===== src/rtl/rcv_bit_decoder_if.sv =====
// rcv_bit_decoder_if: sampled-line inputs and decoded byte/error pulse outputs of the bit decoder.
interface rcv_bit_decoder_if #(parameter int DATA_W = 8);
  logic d_plus_sync;
  logic shift_strobe;
  logic transfer_active;
  logic [DATA_W-1:0] rx_byte;
  logic byte_valid;
  logic stuff_skip;
  logic stuff_err;
  logic align_err;
  modport master (
    output d_plus_sync, shift_strobe, transfer_active,
    input rx_byte, byte_valid, stuff_skip, stuff_err, align_err
  );
  modport slave (
    input d_plus_sync, shift_strobe, transfer_active,
    output rx_byte, byte_valid, stuff_skip, stuff_err, align_err
  );
endinterface


===== src/rtl/rcv_bit_decoder.sv =====
// rcv_bit_decoder: NRZI decode, bit-unstuffing and LSB-first byte assembly on each sample strobe.
module rcv_bit_decoder #(
  parameter int DATA_W = 8,
  parameter int STUFF_LEN = 6
) (
  input logic clk,
  input logic rst,
  rcv_bit_decoder_if.slave bus
);
  localparam int OW = $clog2(STUFF_LEN + 1);
  localparam int BW = $clog2(DATA_W);
  localparam logic [OW-1:0] STUFF_MAX = OW'(STUFF_LEN);
  localparam logic [BW-1:0] LAST_BIT = BW'(DATA_W - 1);
  typedef enum logic [1:0] {IDLE, RUN, ERR} state_t;
  state_t state;
  logic prev_level;
  logic [OW-1:0] ones_cnt;
  logic [BW-1:0] bit_cnt;
  logic [DATA_W-1:0] shreg;
  logic bit_in;
  logic [DATA_W-1:0] shreg_next;
  assign bit_in = bus.d_plus_sync == prev_level;
  assign shreg_next = {bit_in, shreg[DATA_W-1:1]};
  always_ff @(posedge clk or posedge rst) begin
    if (rst) begin
      state <= IDLE;
      prev_level <= 1'b1;
      ones_cnt <= '0;
      bit_cnt <= '0;
      shreg <= '0;
      bus.rx_byte <= '0;
      bus.byte_valid <= 1'b0;
      bus.stuff_skip <= 1'b0;
      bus.stuff_err <= 1'b0;
      bus.align_err <= 1'b0;
    end else begin
      bus.byte_valid <= 1'b0;
      bus.stuff_skip <= 1'b0;
      bus.stuff_err <= 1'b0;
      bus.align_err <= 1'b0;
      if (state == IDLE) begin
        prev_level <= 1'b1;
        ones_cnt <= '0;
        bit_cnt <= '0;
        if (bus.transfer_active) state <= RUN;
      end else if (!bus.transfer_active) begin
        state <= IDLE;
        prev_level <= 1'b1;
        ones_cnt <= '0;
        bit_cnt <= '0;
        bus.align_err <= state == RUN && bit_cnt != '0;
      end else if (state == RUN && bus.shift_strobe) begin
        prev_level <= bus.d_plus_sync;
        if (ones_cnt == STUFF_MAX) begin
          // After a full run of ones the next bit must be the stuffed zero
          ones_cnt <= '0;
          if (bit_in) begin
            bus.stuff_err <= 1'b1;
            state <= ERR;
          end else begin
            bus.stuff_skip <= 1'b1;
          end
        end else begin
          ones_cnt <= bit_in ? ones_cnt + 1'b1 : '0;
          shreg <= shreg_next;
          if (bit_cnt == LAST_BIT) begin
            bit_cnt <= '0;
            bus.rx_byte <= shreg_next;
            bus.byte_valid <= 1'b1;
          end else begin
            bit_cnt <= bit_cnt + 1'b1;
          end
        end
      end
    end
  end
endmodule


===== src/flat_wrapper.sv =====
// flat-port wrapper written by rule: the top's interface ports become plain ports
module rcv_bit_decoder_flat 
#(
  parameter int DATA_W = 8,
  parameter int STUFF_LEN = 6
)
  (clk, rst, bus_d_plus_sync, bus_shift_strobe, bus_transfer_active, bus_rx_byte, bus_byte_valid, bus_stuff_skip, bus_stuff_err, bus_align_err);
  rcv_bit_decoder_if #(.DATA_W(DATA_W)) bus_i ();
  input logic clk;
  input logic rst;
  input wire logic [$bits(bus_i.d_plus_sync)-1:0] bus_d_plus_sync;
  input wire logic [$bits(bus_i.shift_strobe)-1:0] bus_shift_strobe;
  input wire logic [$bits(bus_i.transfer_active)-1:0] bus_transfer_active;
  output wire logic [$bits(bus_i.rx_byte)-1:0] bus_rx_byte;
  output wire logic [$bits(bus_i.byte_valid)-1:0] bus_byte_valid;
  output wire logic [$bits(bus_i.stuff_skip)-1:0] bus_stuff_skip;
  output wire logic [$bits(bus_i.stuff_err)-1:0] bus_stuff_err;
  output wire logic [$bits(bus_i.align_err)-1:0] bus_align_err;
  assign bus_i.d_plus_sync = bus_d_plus_sync;
  assign bus_i.shift_strobe = bus_shift_strobe;
  assign bus_i.transfer_active = bus_transfer_active;
  assign bus_rx_byte = bus_i.rx_byte;
  assign bus_byte_valid = bus_i.byte_valid;
  assign bus_stuff_skip = bus_i.stuff_skip;
  assign bus_stuff_err = bus_i.stuff_err;
  assign bus_align_err = bus_i.align_err;
  rcv_bit_decoder #(.DATA_W(DATA_W), .STUFF_LEN(STUFF_LEN)) u_core (.clk(clk), .rst(rst), .bus(bus_i));
endmodule

===== config.mk =====
export PLATFORM = sky130hd
export DESIGN_NAME = rcv_bit_decoder_flat
export DESIGN_NICKNAME = d
export VERILOG_FILES = /design/src/rtl/rcv_bit_decoder_if.sv /design/src/rtl/rcv_bit_decoder.sv /design/src/flat_wrapper.sv
export SDC_FILE = /design/constraint.sdc
export NUM_CORES = 1
export LEC_CHECK = 0
export CAP_MARGIN = 0
export CORE_AREA = 2 2 48 68
export DETAILED_ROUTE_END_ITERATION = 10
export DIE_AREA = 0 0 50 70
export SLEW_MARGIN = 20
export SYNTH_ARGS = -nofsm -noshare
export SYNTH_HDL_FRONTEND = slang
export SYNTH_SLANG_ARGS = --single-unit
export TNS_END_PERCENT = 20

===== constraint.sdc =====
create_clock -name clk -period 4.6 [get_ports clk]
set_clock_uncertainty 0.2 [all_clocks]
set_input_delay 0.46 -clock clk [delete_from_list [all_inputs] [get_ports clk]]
set_output_delay 0.46 -clock clk [all_outputs]
set_load 0.01 [all_outputs]

Yosys cells after proc, flatten, opt, wreduce, memory -nomap -nowiden
Cells that the tools add are included.
- $add $sub $neg: 2
- equality and inequality tests: 9
- multiplexer cells: 36
- bitwise gates (word level): 2
- reduce and logical (&&, ||, !) cells: 8
- operators by type and width (cell ; count):
    2-to-1 mux 3 bit ; 10
    2-to-1 mux 1 bit ; 20
    2-to-1 mux 2 bit ; 6
    inequality test 3 x 1 -> 1 bit (second input constant) ; 3
    AND reduction 4 bit ; 2
    adder 3 x 1 -> 3 bit (second input constant) ; 2
    equality test 3 bit (second input constant) ; 2
    AND reduction 5 bit ; 1
    inequality test 3 x 2 -> 1 bit (second input constant) ; 1
    nonzero test 3 bit ; 1
    equality test 2 x 1 -> 1 bit (second input constant) ; 1
    logical AND 1 bit ; 2
    logical NOT 2 bit ; 1
    inequality test 2 bit (second input constant) ; 1
    NOT 1 bit ; 2
    AND reduction 2 bit ; 1
    equality test 1 bit ; 1
- bits in registers: 29
- bits of input ports: 5
- output and inout bits: 12
- word-level logic and storage cells: 67

Depth between registers and ports, before layout
- depth in word-level cells: 6
- mapped depth: 6
- depth with buffers taken out: 6

Least setup slack after synthesis
Ideal clock, no wire load.
- kind: reg-to-reg
- from: reg u_core.ones_cnt[0]
- to: reg u_core.shreg[1]
- setup time: 125 ps
- data arrival time: 1346 ps
- required time: 4275 ps
- setup slack: 2930 ps
- cell stages (with the launch flop): 6
- buffers on the path: 0
- period minus slack after synthesis: 1670 ps
- cell sequence: dfrtp_1 > inv_1 > ha_1 > and2_0 > nor2_4 > mux2_2
- longest elaborated chain between the ends: 3
- ends and longest elaborated chain (item ; RTL line ; RTL):
    from (decl) ; rcv_bit_decoder.sv:17 ; logic [OW-1:0] ones_cnt;
    from (signal assigned) ; rcv_bit_decoder.sv:64 ; ones_cnt <= bit_in ? ones_cnt + 1'b1 : '0;
    equality test 3 bit ; rcv_bit_decoder.sv:54 ; if (ones_cnt == STUFF_MAX) begin
    NOT 1 bit (no line) ; - ;
    AND reduction 4 bit (no line) ; - ;
    to (signal assigned) ; rcv_bit_decoder.sv:65 ; shreg <= shreg_next;
    to (decl) ; rcv_bit_decoder.sv:19 ; logic [DATA_W-1:0] shreg;
No other way between the ends.
A chain may end at the register's enable or synchronous reset.

Worst setup path in the final report
- from: in bus_transfer_active
- to: reg u_core.shreg[4]
- longest elaborated chain between the ends: 1
- ends and longest elaborated chain (item ; RTL line ; RTL):
    from (decl) ; flat_wrapper.sv:13 ; input wire logic [$bits(bus_i.transfer_active)-1:0] bus_transfer_active;
    AND reduction 4 bit (no line) ; - ;
No other way between the ends.

==> impl_metrics.toml <==
[worst_setup_path]
critPathKind = "in2reg"
cp-start-kind = "input pin"
crit_fanout = 9
critPathSlowestCell = "clkdlybuf4s50_1"
worstPathArrival_ns = 1.95
slowest_delay_ns = 0.57
crit_required_ns = 4.56
worstPathCellList = "clkdlybuf4s50_1 > nand4b_1 > nor2_4 > mux2_2"
cp-end-kind = "flip-flop"

[sta]
fmax_ghz = 0.502
tns_ns = 0
hold_violations = 0
timing.hold.ws_ns = 0.320
worstMarginPinSlew_ns = 0.605
fin_crit_ns = 1.99
rsz0062_at_grt = "false"
slew_headroom = 0.594
setup_violations = 0
period_share = 0.433
slew_violations = 0

[logic_synthesis]
yosys-top-cells-area = "dfrtp_1 56%, mux2_2 14%, ha_1 5.2%"
synth_fp_nets = 98
yosysTopAreaCellShare = 0.564
syn-mean-instance-area_sq_um = 13.6
synth-seq-area-share = 0.586
synth.largest_area_cell = "dfrtp_1"
syn_area_sq_um = 1200
syn_inst = 88
ys_types = 29
yosysWarnings = 0
yosys_register_bits = 28

[floorplan]
coreArea_sq_um = 2970
fp.dieW_microns = 50
rows = 24
die_h_microns = 70
start_util = 0.403
num_io_pins = 17
dieArea_sq_um = 3500

[pwr]
power_density_nw_per_um2 = 359
p_sw_w = 0.000117
ir_worst_vdd_mv = 0.250
swShare = 0.220
p_clk_frac = 0.368
p_leak_nw = 0.688
combPwrFrac = 0.084
power_frac_seq = 0.549
power_w = 0.000531
intPower_w = 0.000414

[cts]
cts-buffers-inserted = 3
cts.sinks = 28
cts.path.max_buffers = 2
cts_resized = 0
cts-root-buf = "clkbuf_8"
postCtsSetupRepairBufs = 0
cts_tree = "done"
clk_latency_ns = 0.28
ctsHoldBuffers = 0
clk_pin_slew_ns = 0.10
htreeDepth = 1

[detailed_routing]
first_pass_iters = 3
ant_nets = 0
via_per_inst = 4.96
drt_iter0_markers = 6
wl_microns = 2130
num_vias = 729
drt-wirelength-per-cell_microns = 14.5
drc_errors = 0

[placement]
dp_hpwl_microns = 1460
placed_area_sq_um = 1410
io_buffer_count = 16
gp_congestion = 0.729
dp.cells = 143

[hold_path]
hp-class = "reg2reg"

[layout]
antennaDiodeCount = 0
drive_above_1_share = 0.278
stdcell_count = 147
layout.nets = 119
final_area_sq_um = 1480
area_growth_syn_to_layout_pct = 23.4

[grt]
grt_pass1_wl_microns = 3650
grt_max_degree = 29
grt.overflow.total = 0
grtUsageTotal = 0.136
antenna_found_initial = 0
grt_pass1_vias = 816

[job]
cap_viol_max_count = 0

[status]
status = "complete, no violations"
## per-layer routing
layer	track usage	vias to the layer above	wire, microns
li1	-	350	-
met1	0.181	357	963
met2	0.206	16	1050
met3	0.0214	6	65
met4	0.0802	0	53
met5	0	-	0
## registers in the layout, indices dropped and copies added, names as in the netlist
signal,flops
u_core.bit_cnt,3
u_core.bus.align_err,1
u_core.bus.byte_valid,1
u_core.bus.rx_byte,8
u_core.bus.stuff_err,1
u_core.bus.stuff_skip,1
u_core.ones_cnt,3
u_core.prev_level,1
u_core.shreg,7
u_core.state,2
## worst paths after layout
path / from / to / slack, ns / cells past startpoint
max: bus_transfer_active / u_core.shreg[4] / 2.61 / 4
min: u_core.bus.rx_byte[0] / u_core.bus.rx_byte[0] / 0.32 / 1
max reg2reg: u_core.ones_cnt[0] / u_core.shreg[4] / 2.75 / 5
min reg2reg: u_core.bus.rx_byte[0] / u_core.bus.rx_byte[0] / 0.32 / 1
max in group asynchronous: rst / u_core.prev_level / 3.47 / 2
min in group asynchronous: rst / u_core.bus.rx_byte[2] / 0.34 / 2
## cell families after synthesis
group / after synthesis / synth area share
buffers and inverters: 9 / 0.0282
adders and majority gates: 5 / 0.0522
muxes: 16 / 0.149
and+or+nand+nor: 16 / 0.0993
AOI/OAI and AO/OA: 13 / 0.0773
xor gates and xnor gates: 1 / 0.00732
DFF: 28 / 0.586
## placed cells by master, fill, tap and decap left out, drive strengths merged
cell / n
a22o: 2
o21ai: 5
nand4: 2
mux2i: 1
clkbuf: 3
and3: 1
nand4b: 1
nor3: 1
nand2: 2
xnor2: 1
and2b: 2
a41oi: 1
and2: 1
dfrtp: 27
and4b: 1
o22a: 1
bufinv: 1
a31oi: 1
o221ai: 1
o22ai: 1
a21boi: 1
nand3: 2
nand2b: 1
inv: 9
ha: 5
nor2: 2
clkdlybuf4s50: 16
dfstp: 1
mux2: 15
## cell usage after synthesis
library cell  number
dfrtp_1           27
mux2_2            15
inv_1              8
ha_1               5
o21ai_0            5
a22o_2             2
and2b_2            2
nand2_1            2
nand4_1            2
a21boi_0           1
a31oi_1            1
a41oi_1            1
and2_0             1
and3_1             1
and4b_2            1
dfstp_2            1
inv_2              1
mux2i_1            1
nand2b_1           1
nand3_1            1
nand3_4            1
nand4b_1           1
nor2_1             1
nor2_4             1
nor3_1             1
o221ai_1           1
o22a_2             1
o22ai_1            1
xnor2_1            1
## power groups by stage
stage / Sequential [W] / Clock (W) / Combinational [W]
after global placement: 0.000296 / 0 / 0.0000436
after detailed placement: 0.000295 / 0 / 0.0000455
after floorplan: 0.000288 / 0 / 0.0000343
after CTS: 0.000291 / 0.000198 / 0.0000453
after global routing: 0.000296 / 0.000207 / 0.0000498
final: 0.000291 / 0.000195 / 0.0000444
## metrics by stage
stage | utilization | setup WS, ns
CTS | 0.497 | 2.61
global placement | 0.473 | 2.35
detailed placement | 0.473 | 2.30
global route | 0.497 | 2.51
finish | 0.497 | 2.61
floorplan | - | 2.93
## area by class of cell
type / instances / area [sq um]
clock buffer: 3 / 41.3
clock inverter: 1 / 30.0
fill: 270 / 1500
inverter: 9 / 33.8
multi-input combinational: 51 / 462
sequential: 28 / 702
tap: 39 / 48.8
timing repair buffer: 16 / 160
## critical path, delay by kind of cell
kind | cells | cell delay [ns]
multiplexers | 1 | 0.36
buffers and inverters | 1 | 0.57
AND/OR/NAND/NOR | 2 | 0.56
Power figures use the tool's default switching activity.
